$ cat src/rtl/mem_pipe_reg.sv
// EX->MEM pipeline register with valid/ready handshake, optional 2-entry skid
// buffer, and load-use hazard detection for two decode-stage source queries.
module mem_pipe_reg #(
    parameter int DATA_W = 32,
    parameter int RD_W   = 5,
    parameter int SKID   = 1
) (
    input  logic              clk,
    input  logic              rst,
    input  logic              flush,
    input  logic              in_valid,
    output logic              in_ready,
    input  logic [RD_W-1:0]   in_rd,
    input  logic [DATA_W-1:0] in_data,
    input  logic [2:0]        in_ld_type,
    output logic              out_valid,
    input  logic              out_ready,
    output logic [RD_W-1:0]   out_rd,
    output logic [DATA_W-1:0] out_data,
    output logic [2:0]        out_ld_type,
    output logic              out_load,
    output logic [1:0]        occupancy,
    input  logic [RD_W-1:0]   q_rs1,
    input  logic [RD_W-1:0]   q_rs2,
    output logic              haz_rs1,
    output logic              haz_rs2
);

    function automatic logic [2:0] sanitize_ld(input logic [2:0] t);
        return (t > 3'd5) ? 3'd0 : t;
    endfunction

    function automatic logic is_load(input logic [2:0] t);
        return (t != 3'd0) && (t <= 3'd5);
    endfunction

    // Head entry (_p0) and skid entry (_p1) state
    logic              vld_p0, vld_p1;
    logic [RD_W-1:0]   rd_p0, rd_p1;
    logic [DATA_W-1:0] data_p0, data_p1;
    logic [2:0]        ld_p0, ld_p1;
    logic              ready_r;

    logic              vld_p0_n, vld_p1_n;
    logic [RD_W-1:0]   rd_p0_n, rd_p1_n;
    logic [DATA_W-1:0] data_p0_n, data_p1_n;
    logic [2:0]        ld_p0_n, ld_p1_n;

    logic accept, pop;

    assign in_ready = (SKID != 0) ? (ready_r && !rst) : (!rst && (!vld_p0 || out_ready));
    assign accept   = in_valid && in_ready;
    assign pop      = vld_p0 && out_ready;

    always_comb begin
        vld_p0_n  = vld_p0;
        rd_p0_n   = rd_p0;
        data_p0_n = data_p0;
        ld_p0_n   = ld_p0;
        vld_p1_n  = vld_p1;
        rd_p1_n   = rd_p1;
        data_p1_n = data_p1;
        ld_p1_n   = ld_p1;
        if (SKID != 0) begin
            if (vld_p1) begin
                // in_ready is low whenever the skid entry is full, so only a move can happen
                if (pop) begin
                    vld_p0_n  = 1'b1;
                    rd_p0_n   = rd_p1;
                    data_p0_n = data_p1;
                    ld_p0_n   = ld_p1;
                    vld_p1_n  = 1'b0;
                    rd_p1_n   = '0;
                    data_p1_n = '0;
                    ld_p1_n   = '0;
                end
            end else if (accept) begin
                if (!vld_p0 || pop) begin
                    vld_p0_n  = 1'b1;
                    rd_p0_n   = in_rd;
                    data_p0_n = in_data;
                    ld_p0_n   = sanitize_ld(in_ld_type);
                end else begin
                    vld_p1_n  = 1'b1;
                    rd_p1_n   = in_rd;
                    data_p1_n = in_data;
                    ld_p1_n   = sanitize_ld(in_ld_type);
                end
            end else if (pop) begin
                vld_p0_n = 1'b0;
            end
        end else begin
            if (accept) begin
                vld_p0_n  = 1'b1;
                rd_p0_n   = in_rd;
                data_p0_n = in_data;
                ld_p0_n   = sanitize_ld(in_ld_type);
            end else if (pop) begin
                vld_p0_n = 1'b0;
            end
        end
    end

    always_ff @(posedge clk) begin
        if (rst || flush) begin
            vld_p0  <= 1'b0;
            rd_p0   <= '0;
            data_p0 <= '0;
            ld_p0   <= '0;
            vld_p1  <= 1'b0;
            rd_p1   <= '0;
            data_p1 <= '0;
            ld_p1   <= '0;
            ready_r <= 1'b1;
        end else begin
            vld_p0  <= vld_p0_n;
            rd_p0   <= rd_p0_n;
            data_p0 <= data_p0_n;
            ld_p0   <= ld_p0_n;
            vld_p1  <= vld_p1_n;
            rd_p1   <= rd_p1_n;
            data_p1 <= data_p1_n;
            ld_p1   <= ld_p1_n;
            ready_r <= !vld_p1_n;
        end
    end

    assign out_valid   = vld_p0;
    assign out_rd      = vld_p0 ? rd_p0 : '0;
    assign out_data    = vld_p0 ? data_p0 : '0;
    assign out_ld_type = vld_p0 ? ld_p0 : 3'd0;
    assign out_load    = vld_p0 && is_load(ld_p0);
    assign occupancy   = {1'b0, vld_p0} + {1'b0, vld_p1};

    // A load targeting x0 never blocks decode, hence the q_rsN != 0 guard
    assign haz_rs1 = (q_rs1 != '0) &&
                     ((out_load && (rd_p0 == q_rs1)) ||
                      (vld_p1 && is_load(ld_p1) && (rd_p1 == q_rs1)));
    assign haz_rs2 = (q_rs2 != '0) &&
                     ((out_load && (rd_p0 == q_rs2)) ||
                      (vld_p1 && is_load(ld_p1) && (rd_p1 == q_rs2)));

endmodule

$ cat config.mk
export PLATFORM = sky130hd
export DESIGN_NAME = mem_pipe_reg
export DESIGN_NICKNAME = d
export VERILOG_FILES = /design/src/rtl/mem_pipe_reg.sv
export SDC_FILE = /design/constraint.sdc
export NUM_CORES = 1
export LEC_CHECK = 0
export BUFFER_PORTS_ARGS = -buffer_cell sky130_fd_sc_hd__buf_2
export CAP_MARGIN = 20
export CORE_MARGIN = 5
export CORE_UTILIZATION = 55
export DETAILED_ROUTE_END_ITERATION = 6
export GPL_TIMING_DRIVEN = 0
export PLACE_DENSITY = 0.83
export SYNTH_ARGS = -nofsm -noshare
export SYNTH_HDL_FRONTEND = slang
export SYNTH_SLANG_ARGS = --single-unit
export TNS_END_PERCENT = 30
$ cat constraint.sdc
create_clock -name clk -period 2.59 [get_ports clk]
set_clock_uncertainty 0.1 [all_clocks]
set_input_delay 0.259 -clock clk [delete_from_list [all_inputs] [get_ports clk]]
set_output_delay 0.259 -clock clk [all_outputs]
set_load 0.02 [all_outputs]
== Word-level counts from Yosys, hierarchy flattened ==
Cells that the tools add are included.
Operators by class
  add/subtract/negate cells: 1
  order comparisons: 3
  equal/unequal tests: 7
  muxes and demuxes: 37
  reductions and logical operators: 30
Operators by type and width (count)
  32-bit two-way mux: 9
  5-bit two-way mux: 9
  3-bit two-way mux: 10
  5-bit equality test: 4
  1-bit logical AND: 13
  5-bit nonzero test: 2
  1-bit two-way mux: 9
  3-bit AND reduction: 3
  3-bit <= comparator (second input constant): 2
  2-bit nonzero test: 3
  3-bit nonzero test: 2
  1-bit logical OR: 4
  3-bit greater-than comparator (second input constant): 1
  1-bit zero test: 3
  3-bit by 2-bit inequality test with 1-bit output (second input constant): 1
  1-bit by 1-bit adder with 2-bit output: 1
  2-bit by 1-bit inequality test with 1-bit output (second input constant): 1
  2-bit inequality test (second input constant): 1
Word-level totals
  flip-flop bits (word level): 83
  output and inout bits: 47
  logic and storage cells: 87

== Logic depth before layout (Yosys ltp) ==
Gate-level depths: netlist of the first run.
  word-level depth: 6
  gate-level depth with buffers: 6

== Worst setup path after synthesis of the first run ==
No wires, ideal clock.
  path type: register to output
  from: register vld_p0 (netlist: out_valid)
  to: output port haz_rs1
  arrival: 1.571 ns
  setup slack: 0.660 ns
  stages on the path, launching flop included: 6
  path buffers: 1
  cell sequence: dfxtp_1 -> buf_2 -> inv_1 -> a211o_1 -> nor4_1 -> o22a_1
Between the ends
  longest elaborated chain between the ends: 4
RTL lines
  from (decl): RTL line 38  | logic vld_p0, vld_p1;
  from (signal assigned): RTL line 116  | vld_p0 <= vld_p0_n;
  1-bit logical AND: RTL line 132  | assign out_load = vld_p0 && is_load(ld_p0);
  1-bit logical AND: RTL line 137  | ((out_load && (rd_p0 == q_rs1)) ||
  1-bit logical OR: RTL line 137
  1-bit logical AND: RTL line 136  | assign haz_rs1 = (q_rs1 != '0) &&
  to (decl): RTL line 25  | output logic haz_rs1,
No other way between the ends.

== Worst setup path after layout of the first run ==
Same ends and word-level chain as after synthesis.

==> results of run 1 <==
flip-flops by register name, indices dropped and copies added (netlist names):
name,count
rd_p0,5
out_valid,1
ld_p1,3
ld_p0,3
vld_p1,1
data_p0,32
ready_r,1
data_p1,32
rd_p1,5
final timing paths:
path                                    to  cells after the start  slack [ns]
setup / recovery                   haz_rs1                      6        0.22
hold reg to reg    data_p0[0]$_SDFFE_PP0P_                      2        0.40
hold / removal    data_p1[22]$_SDFFE_PP0P_                      3        0.09
setup reg to reg  data_p1[11]$_SDFFE_PP0P_                      6        0.77
cell usage in the layout, fill, tap and decap left out, types with 2 or more instances in the layout:
master,Yosys,final
a211oi_1,22,22
a211oi_2,19,19
a21oi_1,25,25
a22oi_1,40,40
and2_1,40,40
buf_1,2,2
buf_2,16,117
buf_4,4,4
clkbuf_1,15,17
clkbuf_8,0,11
dfxtp_1,83,83
inv_1,5,5
mux2i_1,16,16
nand2_1,2,2
nand3_1,6,6
nor2_1,81,81
nor2b_1,22,22
nor3b_1,2,2
nor4_1,4,4
o21ai_0,2,2
o22a_1,2,2
or4_1,2,2
xnor2_1,12,12
xor2_1,8,8
where the power goes:
part	internal [W]	total, W	switching, W
sequential	0.00130	0.00131	0.0000136
combinational	0.000104	0.000258	0.000154
clock	0.000493	0.000914	0.000421
total	0.00190	0.00248	0.000589
cells by family (layout without fill, tap and decap cells):
group                    count (synthesis)  after routing  synth area share, %
AO/OA/AOI/OAI                          114            114                 22.9
XOR/XNOR                                20             20                 4.44
adder cells (fa/ha/maj)                  1              1                0.317
buffers and inverters                   42            158                 4.89
flip-flops                              83             83                 42.1
multiplexers                            16             16                 4.06
AND/OR/NAND/NOR                        164            164                 21.3
area by class of cell:
type                       instances  area (um^2)  share of cell area [%]
inverter                           5         18.8                   0.394
tap                               96          120                    2.52
sequential                        83         1660                    34.9
clock inverter                     2         35.0                   0.735
timing repair buffer             101          505                    10.6
multi-input combinational        315         2090                    43.9
buffer                            37          174                    3.65
clock buffer                      13          159                    3.34
cell usage after synthesis:
library cell | n | area share [%]
nand4bb_4 | 1 | 0.70
buf_1 | 2 | 0.19
nor4_1 | 4 | 0.63
a22oi_1 | 40 | 7.6
or3_1 | 1 | 0.16
nor3b_1 | 2 | 0.38
mux2i_1 | 16 | 4.1
dfxtp_1 | 83 | 42
a21oi_1 | 25 | 3.2
nor2_1 | 81 | 7.7
or2_2 | 1 | 0.16
a21boi_0 | 1 | 0.19
nand3_1 | 6 | 0.76
buf_4 | 4 | 0.76
ha_1 | 1 | 0.32
nor2b_1 | 22 | 3.5
o21ai_0 | 2 | 0.25
a22oi_4 | 1 | 0.54
clkbuf_1 | 15 | 1.4
or4_1 | 2 | 0.38
o22a_1 | 2 | 0.44
xor2_1 | 8 | 1.8
a211oi_1 | 22 | 4.2
a211o_1 | 1 | 0.22
nor3_2 | 1 | 0.25
buf_2 | 16 | 2.0
o31a_1 | 1 | 0.22
inv_1 | 5 | 0.48
nand2_1 | 2 | 0.19
and2_1 | 40 | 6.3
nor3_1 | 1 | 0.13
a211oi_2 | 19 | 6.0
xnor2_1 | 12 | 2.7
through the flow:
step / setup slack, ns / hold slack (ns) / cell area [um^2] / utilization, % / total power [W]
after floorplan: 0.660 / 0.288 / 3940 / - / 0.00150
after global placement: 0.611 / 0.378 / 4570 / 66.5 / 0.00159
after detailed placement: 0.597 / 0.383 / 4570 / 66.5 / 0.00160
after CTS: 0.213 / 0.0844 / 4760 / 69.3 / 0.00249
after global routing: 0.0902 / 0.0967 / 4760 / 69.3 / 0.00257
final: 0.221 / 0.0891 / 4760 / 69.3 / 0.00248
metal layers:
layer	part of all wire, %	vias up	track usage, %
met5	0	-	0
met4	1.9	0	9.98
met3	5.3	18	3.43
met2	51	110	39.3
met1	42	1692	28.1
li1	-	1765	-
critical path: stages (launching register included):
cell,delay (ns)
dfxtp_1,0.36
buf_2,0.24
inv_1,0.13
a211o_1,0.33
nor4_1,0.30
o22a_1,0.16
buf_2,0.15
==> results.cfg, run 1 <==
[drt]
avgViaCountPerCell = 5.50
drtIter0Drc = 156
drc = 0
firstDrtPassIters = 7
routed_wl_um = 10200
ant_nets = 0
avgRoutedWirePerCell_um = 15.6
vias = 3585

[clocking]
insertion_delay_ns = 0.34
cts_sinks = 83
cts_buffer_depth = 2
root_buffer = clkbuf_8
ctsHoldBuffers = 0
cts-resized-gates = 0
post-cts-setup-buffer-count = 0
htree_levels = 3
clk_pin_slew_ns = 0.08
cts_made_buffers = 9
cts_tree = yes

[sta]
period_share_pct = 91.5
tns_ns = 0
drv_slew = 0
fin_crit_ns = 2.37
rsz0062_at_grt = no
relSlewSlack_pct = 54.3
finalSetupViolCount = 0
worstMarginPinSlew_ns = 0.686
max_freq_mhz = 422
hold_viol_final = 0

[floorplan]
num_io_pins = 102
row_count = 30
dieArea_um2 = 8960
core_um2 = 6870
initial_core_util_pct = 57.4
die_w_um = 94.7
die_h_um = 94.7

[logic_synthesis]
synth-seq-area-share_pct = 42.1
synth-seq-cells = 83
synth_cells = 440
syn-num-nets = 496
yosysWarningCount = 0
synth_cell_type_count = 33
syn_avg_cell_area_um2 = 8.96
synth_area_um2 = 3940

[setup_path]
worstReg2RegStart = out_valid$_SDFFE_PP0P_
startpoint = out_valid$_SDFFE_PP0P_
worst_ep_arrival_time_ns = 2.01
cp.required_ns = 2.23
critPathMaxFanout = 10
critical_path_class = register to output port
cp-end-kind = output port
critPathLaunchType = register

[grt]
grt_pass1_wl_um = 16100
antenna_found_initial = 0
gr-usage-all-layers_pct = 22.8
grt_overflow = 0
grt_max_degree = 13
first_global_vias = 3531

[power]
ir_worst_vdd_v = 0.000320
p_leak_nw = 1.92
power_density_nw_per_um2 = 521

[outcome]
status = finished, final reports clean

[layout]
num_antenna_cells = 0
drive_gt1_share_pct = 28.2
nets = 608
stdcell_count = 652
area_growth_syn_to_layout_pct = 20.8
fill_cells = 577

[placed_design]
dp_hpwl_um = 7530
dpl.cell_count = 637
port_buffers = 101
place_congestion = 0.830

[min_path]
hold_path_class = input pin to register
hp-start = in_data[22]

[job]
drv_cap = 0
No activity file was read; power rests on OpenSTA's default activity.
==> run 2: changes to the inputs <==
--- a/config.mk
+++ b/config.mk
@@ -5,13 +5,14 @@
 export SDC_FILE = /design/constraint.sdc
 export NUM_CORES = 1
 export LEC_CHECK = 0
+export ABC_AREA = 1
 export BUFFER_PORTS_ARGS = -buffer_cell sky130_fd_sc_hd__buf_2
 export CAP_MARGIN = 20
 export CORE_MARGIN = 5
 export CORE_UTILIZATION = 55
 export DETAILED_ROUTE_END_ITERATION = 6
 export GPL_TIMING_DRIVEN = 0
-export PLACE_DENSITY = 0.83
+export PLACE_DENSITY = 0.81
 export SYNTH_ARGS = -nofsm -noshare
 export SYNTH_HDL_FRONTEND = slang
 export SYNTH_SLANG_ARGS = --single-unit
==> run 2 against run 1 <==
Against the previous run:
- synthesized cell count rose by 53%
- worst hold slack got worse by 0.034 ns
- synthesized area rose by 12%
- non-clock buffer count rose by 12
- critical path type unchanged
- largest power group unchanged
==> results.cfg, run 2 <==
[layout]
nets = 841
largestRegisters = data_p0 x32, data_p1 x32
drive_gt1_share_pct = 18.7
final_common_cell = nand2_1
multiInputGateArea_um2 = 2210
num_antenna_cells = 0
most-common-layout-cells = nand2_1 (155), buf_2 (125), a21oi_1 (99)
stdcell_count = 892
fin_util_pct = 67.6
fill_cells = 714
seq_area_um2 = 1660
area_growth_syn_to_layout_pct = 19.1

[logic_synthesis]
synth.most_common_cell = nand2_1
synthFlopType = dfxtp_1
yosysWarningCount = 0
synth_area_leader_cell = dfxtp_1
syn-num-nets = 729
async_reset_ff_share_pct = 0
synth_edf_count = 0
synth_top_area_share_pct = 37.7
synth_area_um2 = 4410
synth-seq-cells = 83
syn_avg_cell_area_um2 = 6.55
yosys-top-cells-area = dfxtp_1 (38%), nand2_1 (13%), a21oi_1 (11%)
synth_common_cells = nand2_1 (155), a21oi_1 (99), nand3_1 (90), dfxtp_1 (83), inv_1 (80)
synth-seq-area-share_pct = 37.7
synth_cell_type_count = 21
synth_cells = 673

[clocking]
cts-resized-gates = 0
insertion_delay_ns = 0.35
cts_sinks = 83
htree_levels = 3
cts_buffer_depth = 2
cts_tree = yes
ctsHoldBuffers = 0
root_buffer = clkbuf_8
cts_made_buffers = 9
clk_pin_slew_ns = 0.08
post-cts-setup-buffer-count = 0

[setup_path]
rr_worst_depth = 7
reg2reg_slack_ns = 0.86
worst_ep_arrival_time_ns = 1.84
worstReg2RegStart = vld_p1$_SDFF_PP0_
critPathLaunchType = register
cp-end-kind = output port
critPathMaxFanout = 6
cp.required_ns = 2.23
r2r-end = data_p0[3]$_SDFFE_PP0P_
critical_path_class = register to output port
startpoint = vld_p1$_SDFF_PP0_

[floorplan]
dieArea_um2 = 9910
num_io_pins = 102
die_w_um = 99.5
die_h_um = 99.5
core_um2 = 7770
initial_core_util_pct = 56.7
row_count = 32

[grt]
antenna_found_initial = 0
first_global_vias = 4496
grt_max_degree = 14
grt_pass1_wl_um = 20600
gr-usage-all-layers_pct = 25.3
grt_overflow = 0

[sta]
worstMarginPinSlew_ns = 0.633
tns_ns = 0
rsz0062_at_grt = no
hold_viol_final = 0
fin_crit_ns = 2.20
drv_slew = 0
relSlewSlack_pct = 57.8
period_share_pct = 85.0
finalSetupViolCount = 0
max_freq_mhz = 454

[drt]
drtIter0Drc = 345
drc = 0
firstDrtPassIters = 7
avgViaCountPerCell = 5.32
routed_wl_um = 12700
ant_nets = 0
avgRoutedWirePerCell_um = 14.2
vias = 4746

[power]
power_density_nw_per_um2 = 497
p_leak_nw = 2.60
ir_worst_vdd_v = 0.000384

[min_path]
hp-start = in_data[16]
hold_path_end = data_p1[16]$_SDFFE_PP0P_
min_path_cells = 3
hold_path_class = input pin to register

[placed_design]
port_buffers = 101
dp_hpwl_um = 9390
place_congestion = 0.927
dpl.cell_count = 876

[job]
drv_cap = 0

[outcome]
status = finished, final reports clean
run 2: cell types whose count changed after synthesis, sizes merged, moves of 4 or more:
cell,before,now
a211oi,41,0
a21oi,25,99
a22oi,41,0
and2,40,0
buf,22,36
inv,5,80
mux2i,16,22
nand2,2,156
nand3,6,90
nor2,81,67
nor2b,22,0
nor4,4,0
o21ai,2,6
xor2,8,4
run 2: worst max-delay path, stage by stage (launching register included):
cell and delay [ns]:
dfxtp_1 0.37, buf_2 0.19, inv_1 0.09, a21oi_1 0.13, o21ai_0 0.19, nor2_1 0.17
nand2_1 0.07, a21oi_1 0.12, buf_2 0.18
run 2: metrics by stage:
step                area (um^2)  setup slack [ns]  power (W)  hold WS [ns]
floorplan                  4410             0.857    0.00151         0.307
global placement           5040             0.853    0.00162         0.363
detailed placement         5040             0.797    0.00162         0.370
CTS                        5250             0.384    0.00261        0.0473
global route               5250             0.247    0.00272        0.0528
finish                     5250             0.389    0.00261        0.0547
run 2: layout make-up:
type | instances | area share [%]
flip-flops and latches | 83 | 31.6
well taps | 102 | 2.43
plain buffers | 49 | 4.50
repair buffers | 101 | 9.63
clock inverters | 5 | 1.48
multi-input cells | 460 | 42.0
inverters | 81 | 5.79
clock buffers | 11 | 2.50
run 2: metal layers:
| layer | GRT usage, % | vias to the layer above | wire length, um |
|---|---|---|---|
| met5 | 0 | - | 0 |
| met4 | 10.2 | 0 | 324 |
| met3 | 4.42 | 30 | 920 |
| met2 | 43.2 | 210 | 6070 |
| met1 | 31.6 | 2152 | 5350 |
| li1 | - | 2354 | - |
run 2: worst max-delay path by stage:
stage                    to  slack, ns  cells past startpoint
2_1_floorplan       haz_rs1       0.86                      7
3_3_place_gp   out_data[29]       0.85                      5
3_5_place_dp        haz_rs1       0.80                      8
4_1_cts             haz_rs1       0.38                      8
5_1_grt             haz_rs1       0.25                      8
6_report            haz_rs1       0.39                      8
run 2: cells by family after synthesis:
group | after synthesis | synth area share [%]
simple gates | 318 | 30.0
buf+inv | 130 | 12.3
compound gates | 105 | 12.0
flops | 83 | 37.7
mux | 22 | 5.00
xor+xnor | 14 | 2.78
fa+ha+maj | 1 | 0.284
run 2: power breakdown:
group          switching (W)  internal (W)  total (W)  leakage [nW]
registers          0.0000143       0.00130    0.00131         0.672
clock network       0.000467      0.000541    0.00101         0.103
logic               0.000179      0.000108   0.000287          1.83
total               0.000660       0.00195    0.00261          2.60
==> run 3: changes to the inputs <==
--- a/config.mk
+++ b/config.mk
@@ -5,14 +5,14 @@
 export SDC_FILE = /design/constraint.sdc
 export NUM_CORES = 1
 export LEC_CHECK = 0
-export ABC_AREA = 1
+export ABC_AREA = 0
 export BUFFER_PORTS_ARGS = -buffer_cell sky130_fd_sc_hd__buf_2
 export CAP_MARGIN = 20
 export CORE_MARGIN = 5
-export CORE_UTILIZATION = 55
+export CORE_UTILIZATION = 48
 export DETAILED_ROUTE_END_ITERATION = 6
 export GPL_TIMING_DRIVEN = 0
-export PLACE_DENSITY = 0.81
+export PLACE_DENSITY = 0.76
 export SYNTH_ARGS = -nofsm -noshare
 export SYNTH_HDL_FRONTEND = slang
 export SYNTH_SLANG_ARGS = --single-unit
==> constraint.sdc (replaced) <==
create_clock -name clk -period 1.95 [get_ports clk]
set_clock_uncertainty 0.1 [all_clocks]
set_input_delay 0.195 -clock clk [delete_from_list [all_inputs] [get_ports clk]]
set_output_delay 0.195 -clock clk [all_outputs]
set_load 0.02 [all_outputs]
==> run 3 against run 2 <==
Against the previous run:
- register-to-register slack got worse by 0.57 ns
- clock-buffer cell count fell by 1
- setup slack got worse by 0.32 ns
- critical path depth fell by 3
- largest power group unchanged
==> results.cfg, run 3 (same netlist as run 1, synthesis figures left out) <==
[drt]
firstDrtPassIters = 4
ant_nets = 0
vias = 3543
routed_wl_um = 10100
drc = 0
avgRoutedWirePerCell_um = 15.2
drtIter0Drc = 178
avgViaCountPerCell = 5.34

[job]
drv_cap = 0

[sta]
max_freq_mhz = 532
fin_crit_ns = 1.88
hold_viol_final = 0
relSlewSlack_pct = 52.0
worstMarginPinSlew_ns = 0.720
period_share_pct = 96.4
drv_slew = 0
tns_ns = 0
holdWs_ns = 0.00928
finalSetupViolCount = 0

[power]
seq_power_share_pct = 48.9
power.switching_w = 0.000840
ir_worst_vdd_v = 0.000469
p_clk_share_pct = 41.3
swShare_pct = 23.6
p_comb_share_pct = 9.8
power_density_nw_per_um2 = 723
intPower_w = 0.00272
p_leak_nw = 1.97

[grt]
first_global_vias = 3498
met2_usage_pct = 33.9
grt_overflow = 0
antenna_found_initial = 0
gr-usage-all-layers_pct = 20.0
use_met1_pct = 25.3
gr-usage-met3_pct = 3.53
grt_max_degree = 15
busiest_layer = met2
grt_pass1_wl_um = 16300

[setup_path]
reg2reg_slack_ns = 0.29
slowest_delay_ns = 0.35
cp-end-kind = output port
endpoint = haz_rs2
critical_path_class = register to output port
critPathMaxFanout = 4
cp.required_ns = 1.65
path_depth = 5
rr_worst_depth = 6
worst_ep_arrival_time_ns = 1.58
critical_path.top_delay_family = simple AND/OR/NAND/NOR gates
startpoint = rd_p1[4]$_SDFFE_PP0P_
crit_buf_inv = 1
critPathLaunchType = register
worstReg2RegStart = out_valid$_SDFFE_PP0P_
slowest_stage = dfxtp_2
path_cells = xnor2_1, nand3_1, nor4_1, o22a_1, buf_6
r2r-end = data_p0[6]$_SDFFE_PP0P_

[layout]
most-common-layout-cells = buf_2 (114), nor2_1 (81), dfxtp_1 (72)
fill_cells = 758
drive_gt1_share_pct = 32.2
stdcell_area_um2 = 4920
num_antenna_cells = 0
stdcell_count = 664
area_growth_syn_to_layout_pct = 24.8
final_common_cell = buf_2
largestRegisters = data_p0 x32, data_p1 x32
nets = 610

[clocking]
root_buffer = clkbuf_8
ctsHoldBuffers = 0
cts_made_buffers = 9
cts_buffer_depth = 2
htree_levels = 3
cts_tree = yes
clk_pin_slew_ns = 0.08
cts_sinks = 83
insertion_delay_ns = 0.35

[floorplan]
dieArea_um2 = 10100
num_io_pins = 102
initial_core_util_pct = 48.7
die_h_um = 101
core_um2 = 8090
row_count = 33
die_w_um = 101

[placed_design]
port_buffers = 101
dp_hpwl_um = 7510
dpl.cell_count = 646
place_congestion = 0.858
dpl-instance-area_um2 = 4580

[outcome]
status = finished, final reports clean

[min_path]
hold_path_class = input pin to register
run 3: changes by cell type in the layout (fill, tap and decap cells not counted), moves of 19 or more:
cell	change
a211oi_2	+19
nor2b_1	+22
a21oi_1	-74
a22oi_1	+40
nand3_1	-85
nand2_1	-153
a211oi_1	+22
inv_1	-76
and2_1	+40
run 3: final cells by class:
class | instances | area, um^2 | share of cell area [%]
Buffer | 36 | 174 | 3.53
Inverter | 5 | 18.8 | 0.381
Multi-Input combinational cell | 315 | 2130 | 43.4
Timing Repair Buffer | 104 | 541 | 11.0
Clock buffer | 10 | 128 | 2.59
Tap cell | 105 | 131 | 2.67
Clock inverter | 6 | 114 | 2.31
Sequential cell | 83 | 1680 | 34.1
run 3: how the worst min path moves through the flow:
stage                 from                  endpoint  slack, ns  cells after the start
2_1_floorplan        flush        ready_r$_SDFF_PP1_       0.22                      2
3_3_place_gp         flush        ready_r$_SDFF_PP1_       0.33                      3
3_5_place_dp         flush        ready_r$_SDFF_PP1_       0.35                      3
4_1_cts              flush        ready_r$_SDFF_PP1_      0.001                      3
5_1_grt        in_data[28]  data_p1[28]$_SDFFE_PP0P_       0.02                      3
6_report             flush        ready_r$_SDFF_PP1_      0.009                      3
run 3: metal layers:
metal	vias to the layer above	share of wire (%)	wire length [um]
met5	-	0	0
met4	0	2.0	205
met3	19	6.7	676
met2	104	50	5030
met1	1655	41	4190
li1	1765	-	-
run 3: metrics by stage:
step / util, % / setup slack [ns] / power (W)
CTS: 60.2 / 0.0173 / 0.00357
detailed placement: 56.6 / -0.0442 / 0.00212
floorplan: - / 0.0844 / 0.00199
finish: 60.8 / 0.0704 / 0.00356
global placement: 56.6 / -0.00765 / 0.00211
global route: 60.8 / -0.0560 / 0.00369
run 3: repair_timing:
item | CTS | global route
resized for setup | 10 | 20
setup endpoints to repair | 22 | 12
buffers inserted | 3 | 0
endpoints found under the hold margin | 0 | 0
pin swaps | 5 | 1
run 3: worst reg2reg max path, cell delays in order, from the launching register on:
cell and delay, ns:
dfxtp_2 0.39, buf_4 0.17, nand2_1 0.10, a22oi_4 0.28, buf_2 0.28, nor2_1 0.07
a211oi_2 0.19
run 3: power groups by stage:
stage	sequential, W	clock (W)	combinational, W
3_5_place_dp	0.00178	0	0.000339
3_3_place_gp	0.00178	0	0.000330
5_1_grt	0.00175	0.00155	0.000385
4_1_cts	0.00174	0.00148	0.000347
2_1_floorplan	0.00178	0	0.000213
6_report	0.00174	0.00147	0.000348
